File: src/rtl/vscale_imem_loader.sv
// Boot loader for vscale: unpacks a framed byte stream (length, little-endian words,
// XOR checksum) into imem and holds the core in reset until the image verifies.
module vscale_imem_loader #(
  parameter int ADDR_WIDTH  = 10,
  parameter int HOLD_CYCLES = 4
) (
  input  logic                  clk,
  input  logic                  reset_n,
  input  logic                  in_valid,
  input  logic [7:0]            in_data,
  output logic                  in_ready,
  output logic                  mem_wen,
  output logic [ADDR_WIDTH-1:0] mem_waddr,
  output logic [31:0]           mem_wdata,
  output logic                  core_reset,
  output logic                  load_done,
  output logic                  load_error,
  output logic [ADDR_WIDTH:0]   words_loaded
);
  // Handshake: a byte transfers on a rising edge where in_valid and in_ready are both 1;
  // in_ready is registered, depends only on the loader state and never on in_valid.

  localparam int HOLD_W = (HOLD_CYCLES > 1) ? $clog2(HOLD_CYCLES) : 1;

  typedef enum logic [2:0] {
    S_LEN0, S_LEN1, S_DATA, S_CSUM, S_HOLD, S_RUN, S_ERROR
  } state_t;

  state_t              state_q, state_d;
  logic [7:0]          len_lo_q;
  logic [15:0]         len_q;
  logic [ADDR_WIDTH:0] words_rx_q;
  logic [1:0]          lane_q;
  logic [23:0]         word_q;
  logic [7:0]          csum_q;
  logic [HOLD_W-1:0]   hold_q;

  logic        accept;
  logic [15:0] len_full;
  logic        last_word;

  assign accept    = in_valid & in_ready;
  assign len_full  = {in_data, len_lo_q};
  assign last_word = (32'(words_rx_q) + 32'd1) == 32'(len_q);

  always_comb begin
    state_d = state_q;
    case (state_q)
      S_LEN0: if (accept) state_d = S_LEN1;
      S_LEN1: if (accept) begin
        if (len_full == 16'd0)                              state_d = S_CSUM;
        else if (32'(len_full) > (32'd1 << ADDR_WIDTH))     state_d = S_ERROR;
        else                                                state_d = S_DATA;
      end
      S_DATA: if (accept && lane_q == 2'd3 && last_word) state_d = S_CSUM;
      S_CSUM: if (accept) state_d = (in_data == csum_q) ? S_HOLD : S_ERROR;
      S_HOLD: if (hold_q == HOLD_W'(HOLD_CYCLES - 1)) state_d = S_RUN;
      default: state_d = state_q;
    endcase
  end

  always_ff @(posedge clk or negedge reset_n) begin
    if (!reset_n) begin
      state_q      <= S_LEN0;
      in_ready     <= 1'b0;
      mem_wen      <= 1'b0;
      mem_waddr    <= '0;
      mem_wdata    <= '0;
      core_reset   <= 1'b1;
      load_done    <= 1'b0;
      load_error   <= 1'b0;
      words_loaded <= '0;
      len_lo_q     <= '0;
      len_q        <= '0;
      words_rx_q   <= '0;
      lane_q       <= '0;
      word_q       <= '0;
      csum_q       <= '0;
      hold_q       <= '0;
    end else begin
      state_q    <= state_d;
      in_ready   <= (state_d == S_LEN0) || (state_d == S_LEN1) ||
                    (state_d == S_DATA) || (state_d == S_CSUM);
      core_reset <= (state_d != S_RUN);
      load_done  <= (state_d == S_RUN);
      load_error <= (state_d == S_ERROR);
      mem_wen    <= 1'b0;
      // words_loaded counts write pulses already presented to imem
      if (mem_wen) words_loaded <= words_loaded + (ADDR_WIDTH + 1)'(1);
      if (state_q == S_HOLD) hold_q <= hold_q + HOLD_W'(1);
      if (accept) begin
        case (state_q)
          S_LEN0: len_lo_q <= in_data;
          S_LEN1: len_q    <= len_full;
          S_DATA: begin
            csum_q <= csum_q ^ in_data;
            lane_q <= lane_q + 2'd1;
            case (lane_q)
              2'd0: word_q[7:0]   <= in_data;
              2'd1: word_q[15:8]  <= in_data;
              2'd2: word_q[23:16] <= in_data;
              default: begin
                mem_wen    <= 1'b1;
                mem_wdata  <= {in_data, word_q};
                mem_waddr  <= words_rx_q[ADDR_WIDTH-1:0];
                words_rx_q <= words_rx_q + (ADDR_WIDTH + 1)'(1);
              end
            endcase
          end
          default: ;
        endcase
      end
    end
  end
endmodule
File: config.mk
export PLATFORM = sky130hd
export DESIGN_NAME = vscale_imem_loader
export DESIGN_NICKNAME = d
export VERILOG_FILES = /design/src/rtl/vscale_imem_loader.sv
export SDC_FILE = /design/constraint.sdc
export NUM_CORES = 1
export LEC_CHECK = 0
export CAP_MARGIN = 20
export CORE_ASPECT_RATIO = 1.1
export CORE_UTILIZATION = 35
export CTS_CLUSTER_DIAMETER = 30
export DETAILED_ROUTE_END_ITERATION = 8
export PLACE_DENSITY = 0.54
export SYNTH_ARGS = -nofsm -noshare
export SYNTH_HDL_FRONTEND = slang
export SYNTH_SLANG_ARGS = --single-unit
File: constraint.sdc
create_clock -name clk -period 2.6 [get_ports clk]
set_input_delay 0.52 -clock clk [delete_from_list [all_inputs] [get_ports clk]]
set_output_delay 0.52 -clock clk [all_outputs]
set_load 0.005 [all_outputs]
==> results.json, run 1 <==
{
  "outcome": "finished, final reports clean",
  "worstPathRequired_ns": 2.94,
  "cp_top_family": "compound AO/OA/AOI/OAI gates",
  "slew_violations": 0,
  "io_pins": 69,
  "critPathArrivalTime_ns": 2.56,
  "cts_buffers": 17,
  "yosysTopAreaCell": "dfrtp_1",
  "grt_overflow_total": 0,
  "ctsHtreeMaxLevel": 4,
  "avgSynthCellArea_sq_um": 11.0,
  "cts_setup_buffers": 0,
  "grt_pass1_vias": 4057,
  "antenna_cells": 0,
  "coreArea_sq_um": 15800,
  "placed_area_sq_um": 6670,
  "wl_per_cell_um": 15.5,
  "worstPathBufferInverterCount": 0,
  "min_period_over_period_pct": 85.4,
  "cpPeakStageDelay_ns": 0.50,
  "postSynthCellCount": 517,
  "slew_headroom_pct": 64.5,
  "final_cells": 808,
  "worstSetupStartpointType": "flip-flop",
  "drt_first_pass_iters": 6,
  "row_count": 48,
  "start_util_pct": 36.1,
  "die-area_sq_um": 16800,
  "num_vias": 3933,
  "p_per_area_nw_per_um2": 627,
  "post-route-cell-area_sq_um": 7270,
  "slowest_stage": "o41ai_2",
  "setup_tns_ns": 0,
  "pre_cts_ws_ns": 0.137,
  "filler_cell_count": 1465,
  "placed_cells": 778,
  "synth_cell_types": 45,
  "cts_tree": "done",
  "synth_edf_count": 0,
  "syn_nets": 535,
  "worst_pin_slew_ns": 0.524,
  "cts.path.max_buffers": 2,
  "grt_pass1_wl_um": 21000,
  "worstSetupEndpointType": "flip-flop",
  "ys_ff_latch": 132,
  "antenna_found_initial": 0,
  "drt_iter0_drc": 181,
  "path_clk_slew_ns": 0.05,
  "ant_nets": 0,
  "drive_gt1_share_pct": 17.8,
  "drc": 0,
  "port_buffers": 68,
  "synth_seq_area_share_pct": 57.9,
  "fmax_mhz": 450,
  "vias_per_cell": 4.87,
  "setup_slack_ns": 0.380,
  "grt.total_usage_pct": 16.7,
  "hold_viol_final": 0,
  "max_cap_viol_count": 0,
  "syn_area_sq_um": 5700,
  "drt_wl_total_um": 12500,
  "synthFlopType": "dfrtp_1",
  "vdd_drop_max_uv": 371,
  "grt_start_max_net_pins": 44,
  "die_y_um": 136,
  "post_cts_resize_count": 0,
  "rsz0062_at_grt": "false",
  "place_hpwl_um": 8640,
  "synth_top_cells_by_count": "nand2_1, dfrtp_1, mux2_2, xnor2_1, nor2_1",
  "crit_chain": "ha_1, nand2_1, nand3b_1, a31oi_1, a22oi_1, o41ai_2, and3_1",
  "post-synth-top-count-cell": "nand2_1",
  "cts.sinks": 132,
  "finalSetupViolCount": 0,
  "hp-class": "input port to async pin",
  "synth.area.top_cells": "dfrtp_1, nand2_1, mux2_2",
  "synth-async-reset-ratio_pct": 100,
  "cp_max_fo": 6,
  "synth_top_area_share_pct": 57.5,
  "clock_skew_ns": 0.00735,
  "min_period_ns": 2.22,
  "yosysWarnings": 0,
  "areaGrowthSynthToFinish_pct": 27.4,
  "clockRootBuffer": "clkbuf_16",
  "cts_hold_buf": 0,
  "p_leak_nw": 3.56,
  "routabilityCongestion": 0.747,
  "layout.nets": 615,
  "die_width_um": 124,
  "p_total_mw": 4.55,
  "path_class": "flip-flop to flip-flop",
  "clk_latency_ns": 0.41
}
-- path summary, 6_finish.rpt --
kind                               start              end  slack, ns  cells after the start
max in group asynchronous        reset_n    mem_wdata[19]       1.73                      2
max reg2reg                words_rx_q[0]       state_q[0]       0.38                      7
max                        words_rx_q[0]       state_q[0]       0.38                      7
min                              reset_n  words_loaded[5]       0.09                      1
min reg2reg                    word_q[4]     mem_wdata[4]       0.46                      2
min in group clk               word_q[4]     mem_wdata[4]       0.46                      2
-- power breakdown --
part / leakage, nW / internal, mW / switching (mW) / total [mW]
Clock: 0.296 / 1.58 / 0.812 / 2.39
Sequential: 1.80 / 2.06 / 0 / 2.06
Combinational: 1.46 / 0.0327 / 0.0739 / 0.107
Total: 3.56 / 3.67 / 0.886 / 4.55
-- metal layers --
| layer | global-route usage [%] | part of all wire, % | up-vias |
|---|---|---|---|
| li1 | - | - | 1872 |
| met3 | 4.07 | 3.2 | 18 |
| met4 | 6.63 | 1.8 | 0 |
| met2 | 28.1 | 50 | 70 |
| met1 | 20.3 | 45 | 1973 |
| met5 | 0 | 0 | - |
-- area by class of cell --
class / instances / area, sq um / area share [%]
tap: 200 / 250 / 3.44
timing repair buffer: 88 / 841 / 11.6
sequential: 132 / 3300 / 45.5
clock inverter: 3 / 65.1 / 0.895
inverter: 8 / 30.0 / 0.413
multi-input combinational: 350 / 2240 / 30.9
clock buffer: 27 / 533 / 7.34
-- per-stage QoR --
step	hold WS, ns	util (%)
after CTS	0.0920	46.0
after global routing	0.113	46.0
after floorplan	0.224	-
after global placement	0.448	42.2
after detailed placement	0.455	42.2
final	0.0870	46.0
-- cell usage in the layout (no fill, tap or decap), drive strengths merged, types with 12 or more instances in the layout --
| cell type | instances |
|---|---|
| xnor2 | 38 |
| clkbuf | 27 |
| mux2 | 50 |
| dfrtp | 131 |
| nand3 | 12 |
| buf | 21 |
| nand2 | 152 |
| nor2 | 15 |
| xor2 | 12 |
| clkdlybuf4s50 | 67 |
-- registers in the layout (all words and copies together) (netlist names), 2 cells and up --
name / flops
word_q: 24
words_loaded: 11
hold_q: 2
lane_q: 2
words_rx_q: 11
mem_wdata: 32
mem_waddr: 10
len_q: 16
state_q: 3
csum_q: 8
len_lo_q: 8
-- cells by family after synthesis --
logic type	Yosys count	synth area share, %
compound gates	25	3.36
xor+xnor	50	7.68
fa+ha+maj	7	1.54
buf+inv	35	2.74
flops	132	57.9
mux	50	9.87
simple gates	218	16.9
Note: power is estimated with default switching activity, not from simulation.
==> inputs of run 2 (changes only) <==
Settings changed: GPL_ROUTABILITY_DRIVEN from default to 0.
Clock period 2.6 ns to 2.1 ns, I/O delays scaled along.
==> run 2 against run 1 <==
Compared with the run above:
- clock skew is 0.0017 ns lower
- sequential cell count stayed put
- worst setup slack worse by 0.23 ns
- final area is 2.5% higher
- sequential share of layout area is 1.1 points lower
- first-iteration DRC count is 24% lower
- clock-buffer cell count is 1 lower
- largest power group unchanged
==> results.json, run 2 (same netlist as run 1, synthesis figures left out) <==
{
  "place_hpwl_um": 8920,
  "hold_ws_ns": 0.463,
  "p_per_area_nw_per_um2": 738,
  "p_total_mw": 5.49,
  "fmax_mhz": 513,
  "antenna_cells": 0,
  "r2r_slack_ns": 0.22,
  "min_period_over_period_pct": 92.8,
  "row_count": 48,
  "io_pins": 69,
  "grt.total_usage_pct": 17.2,
  "clockRootBuffer": "clkbuf_16",
  "drt_first_pass_iters": 4,
  "slew_headroom_pct": 66.4,
  "cts.sinks": 132,
  "cts.path.max_buffers": 2,
  "reg_top3": "mem_wdata x32, word_q x24, len_q x16",
  "grt_pass1_wl_um": 21600,
  "start_util_pct": 36.1,
  "cts_buffers": 17,
  "ctsHtreeMaxLevel": 4,
  "worstSetupEndpointType": "flip-flop",
  "outcome": "finished, final reports clean",
  "layout.nets": 632,
  "vias_per_cell": 4.78,
  "finalSetupViolCount": 0,
  "num_vias": 3941,
  "antenna_found_initial": 0,
  "grt_pass1_vias": 4197,
  "cp_max_fo": 2,
  "areaGrowthSynthToFinish_pct": 30.6,
  "min_period_ns": 1.95,
  "largest_register_ff_count": 32,
  "drive_gt1_share_pct": 20.2,
  "die-area_sq_um": 16800,
  "crit_chain": "clkdlybuf4s50_1, or4_4, a2111oi_4, o31ai_2, nor2b_4, and4_1",
  "vdd_drop_max_uv": 535,
  "worstSetupStartpointType": "input port",
  "drc": 0,
  "cpPeakStageDelay_ns": 0.56,
  "grt_overflow_total": 0,
  "die_width_um": 124,
  "clock_skew_ns": 0.00567,
  "drt_iter0_drc": 137,
  "cts_tree": "done",
  "wl_per_cell_um": 15.4,
  "worst_pin_slew_ns": 0.496,
  "path_clk_slew_ns": 0.05,
  "layout_commonest_cell": "nand2_1",
  "max_cap_viol_count": 0,
  "clk_latency_ns": 0.41,
  "slowest_stage": "or4_4",
  "critPathArrivalTime_ns": 2.25,
  "setup_tns_ns": 0,
  "ant_nets": 0,
  "coreArea_sq_um": 15800,
  "port_buffers": 68,
  "path_class": "input port to flip-flop",
  "p_leak_nw": 3.65,
  "die_y_um": 136,
  "hold_viol_final": 0,
  "filler_cell_count": 1433,
  "worstPathRequired_ns": 2.40,
  "top_register": "mem_wdata",
  "final_cell_mix": "nand2_1, dfrtp_1, clkdlybuf4s50_1",
  "slew_violations": 0,
  "drt_wl_total_um": 12700,
  "grt_start_max_net_pins": 44,
  "rsz0062_at_grt": "false",
  "hp-class": "flip-flop to flip-flop"
}
[run 2: critical path, delay by kind of cell]
kind	cells	cell delay (ns)
AO/OA/AOI/OAI	2	0.46
AND/OR/NAND/NOR	3	0.89
buffers and inverters	1	0.48
[run 2: report_power, final]
group / total [mW] / switching (mW) / internal (mW)
registers: 2.55 / 0 / 2.55
logic: 0.142 / 0.0929 / 0.0492
clock network: 2.81 / 1.01 / 1.80
total: 5.49 / 1.10 / 4.39
[run 2: layout make-up]
class	instances	area, sq um	area share [%]
clock inverters	4	45.0	0.605
clock buffers	26	519	6.97
repair buffers	105	1050	14.0
flip-flops and latches	132	3300	44.4
well taps	200	250	3.36
inverters	8	30.0	0.403
multi-input cells	350	2250	30.3
[run 2: routing by layer]
| layer | global-route usage (%) | part of all wire (%) | up-vias |
|---|---|---|---|
| li1 | - | - | 1918 |
| met1 | 20.9 | 44 | 1934 |
| met2 | 28.7 | 50 | 73 |
| met3 | 4.70 | 3.4 | 16 |
| met4 | 6.63 | 2.4 | 0 |
| met5 | 0 | 0 | - |
[run 2: final timing paths]
check,cells after the start,to,startpoint
max,6,load_done,in_data[6]
min,2,mem_wdata[5],word_q[5]
max reg2reg,6,load_done,words_rx_q[5]
min reg2reg,2,mem_wdata[5],word_q[5]
max in group asynchronous,3,mem_waddr[4],reset_n
min in group asynchronous,2,words_loaded[7],reset_n
[run 2: stage by stage]
stage	util [%]	setup WS (ns)	instances	instance area [sq um]
4_1_cts	47.0	0.0697	824	7430
3_5_place_dp	43.4	-0.297	793	6860
5_1_grt	47.2	0.00119	825	7450
2_1_floorplan	-	0.132	517	5700
6_report	47.2	0.150	825	7450
3_3_place_gp	43.4	-0.290	793	6860
[run 2: timing repair]
item | 4_1_cts | 5_1_grt
hold buffers | 1 | 0
setup endpoints to repair | 0 | 4
buffers inserted | 0 | 1
gates resized for setup | 0 | 2
hold endpoints to repair | 32 | 0
==> inputs of run 3 (changes only) <==
Settings changed: CORE_UTILIZATION 35 to 23, PLACE_DENSITY 0.54 to 0.4.
==> run 3 against run 2 <==
Compared with the run above:
- the run now ends with DRC left
- sequential cell count did not move
- sequential share of layout area fell by 1.0 points
- first-iteration DRC count rose by 24%
- worst hold slack got worse by 0.020 ns
- final cell count rose by 14%
- clock power rose by 6%
- fmax fell by 0.53%
- critical path depth rose by 2
- critical path type unchanged
==> results.json, run 3 (same netlist as run 1, synthesis figures left out) <==
{
  "outcome": "complete, but fails checks",
  "violations": "DRC",
  "largest_register_ff_count": 32,
  "max_cap_viol_count": 0,
  "wl_per_cell_um": 14.9,
  "p_total_mw": 5.67,
  "clock_skew_ns": 0.00831,
  "vdd_drop_max_uv": 516,
  "grt_overflow_total": 0,
  "grt_pass1_wl_um": 22900,
  "final_cell_mix": "nand2_1, dfrtp_1, clkdlybuf4s50_1",
  "p_per_area_nw_per_um2": 743,
  "worstPathRequired_ns": 2.40,
  "startpoint": "in_data[0]",
  "path_class": "input port to flip-flop",
  "worstSetupStartpointType": "input port",
  "hp-class": "input port to async pin",
  "grt_start_max_net_pins": 54,
  "reg_top3": "mem_wdata x32, word_q x24, len_q x16",
  "drt_wl_total_um": 14000,
  "num_vias": 3963,
  "areaGrowthSynthToFinish_pct": 33.7,
  "drive_gt1_share_pct": 21.4,
  "worst_pin_slew_ns": 0.401,
  "clk_latency_ns": 0.41,
  "cts_tree": "done",
  "drt_iter0_drc": 170,
  "die-area_sq_um": 25400,
  "final_cells": 940,
  "path_clk_slew_ns": 0.06,
  "fmax_mhz": 510,
  "row_count": 60,
  "ctsHtreeMaxLevel": 4,
  "slew_violations": 0,
  "reg2reg_depth": 7,
  "vias_per_cell": 4.22,
  "antenna_cells": 0,
  "die_width_um": 152,
  "r2r_slack_ns": 0.20,
  "hold_viol_final": 0,
  "grt.total_usage_pct": 11.7,
  "setup_tns_ns": 0,
  "start_util_pct": 23.4,
  "cp_max_fo": 2,
  "drt_first_pass_iters": 6,
  "placed_cells": 907,
  "worstSetupEndpointType": "flip-flop",
  "io_pins": 69,
  "place_hpwl_um": 9880,
  "r2r-start": "len_lo_q[3]",
  "port_buffers": 68,
  "layout_commonest_cell": "nand2_1",
  "min_period_ns": 1.96,
  "antenna_found_initial": 0,
  "p_leak_nw": 3.67,
  "grt_pass1_vias": 4187,
  "finalSetupViolCount": 0,
  "drc": 7,
  "clockRootBuffer": "clkbuf_16",
  "top_register": "mem_wdata",
  "die_y_um": 167,
  "post-route-util_pct": 31.2,
  "min_period_over_period_pct": 93.3,
  "cts.path.max_buffers": 2,
  "coreArea_sq_um": 24400,
  "cts.sinks": 132,
  "ant_nets": 0,
  "rsz0062_at_grt": "false",
  "cts_buffers": 17,
  "layout.nets": 635,
  "hold_ws_ns": 0.443,
  "slew_headroom_pct": 73.1,
  "crit_end": "load_done",
  "timing.rr.end": "load_done",
  "critPathArrivalTime_ns": 2.26
}
-- run 3: changes by cell type in the layout (fill, tap and decap cells not counted), sizes merged --
cell	before	now
clkinvlp	0	3
buf	37	40
clkbuf	26	20
inv	8	9
clkinv	3	6
bufinv	1	2
-- run 3: per-layer routing --
| metal | vias up | GRT usage, % | share of wire (%) | routed length [um] |
|---|---|---|---|---|
| li1 | 1918 | - | - | - |
| met1 | 1974 | 15.0 | 47 | 6580 |
| met2 | 65 | 19.2 | 49 | 6800 |
| met3 | 6 | 3.39 | 3.8 | 530 |
| met4 | 0 | 3.19 | 0.64 | 89 |
| met5 | - | 0 | 0 | 0 |
-- run 3: area by class of cell --
| cell class | count | area, sq um |
|---|---|---|
| fillers | 2475 | 16800 |
| clock inverters | 12 | 129 |
| repair buffers | 108 | 1040 |
| clock buffers | 20 | 467 |
| flip-flops and latches | 132 | 3300 |
| multi-input cells | 350 | 2260 |
| inverters | 8 | 30.0 |
| well taps | 310 | 388 |
-- run 3: how the worst min path moves through the flow --
stage / startpoint / end / cells after the start
4_1_cts: reset_n / mem_waddr[2] / 2
6_report: reset_n / mem_waddr[1] / 2
2_1_floorplan: reset_n / csum_q[0] / 0
3_3_place_gp: reset_n / mem_waddr[1] / 1
5_1_grt: reset_n / mem_waddr[1] / 2
3_5_place_dp: reset_n / mem_waddr[2] / 1
-- run 3: power by group --
group	switching, mW	total, mW	internal [mW]
clock	1.13	2.97	1.84
combinational	0.0972	0.147	0.0499
sequential	0	2.54	2.54
-- run 3: critical path, stage by stage --
cell	delay, ns
clkdlybuf4s50_1	0.45
nor4_2	0.28
buf_4	0.16
nand3_2	0.12
a2111oi_4	0.38
o31ai_2	0.10
nor2b_4	0.13
and4_1	0.21
-- run 3: what timing repair did --
item / CTS / global route
hold buffers: 1 / 0
hold endpoints to repair: 16 / 0
setup buffers: 0 / 0
endpoints found under the setup margin: 0 / 4
gates resized for setup: 0 / 3
-- run 3: per-stage QoR --
| stage | cell area [sq um] | worst slack (ns) |
|---|---|---|
| after floorplan | 5700 | 0.132 |
| after global placement | 7000 | -0.319 |
| after detailed placement | 7000 | -0.293 |
| after CTS | 7600 | 0.0539 |
| after global routing | 7620 | 0.0190 |
| final | 7620 | 0.140 |
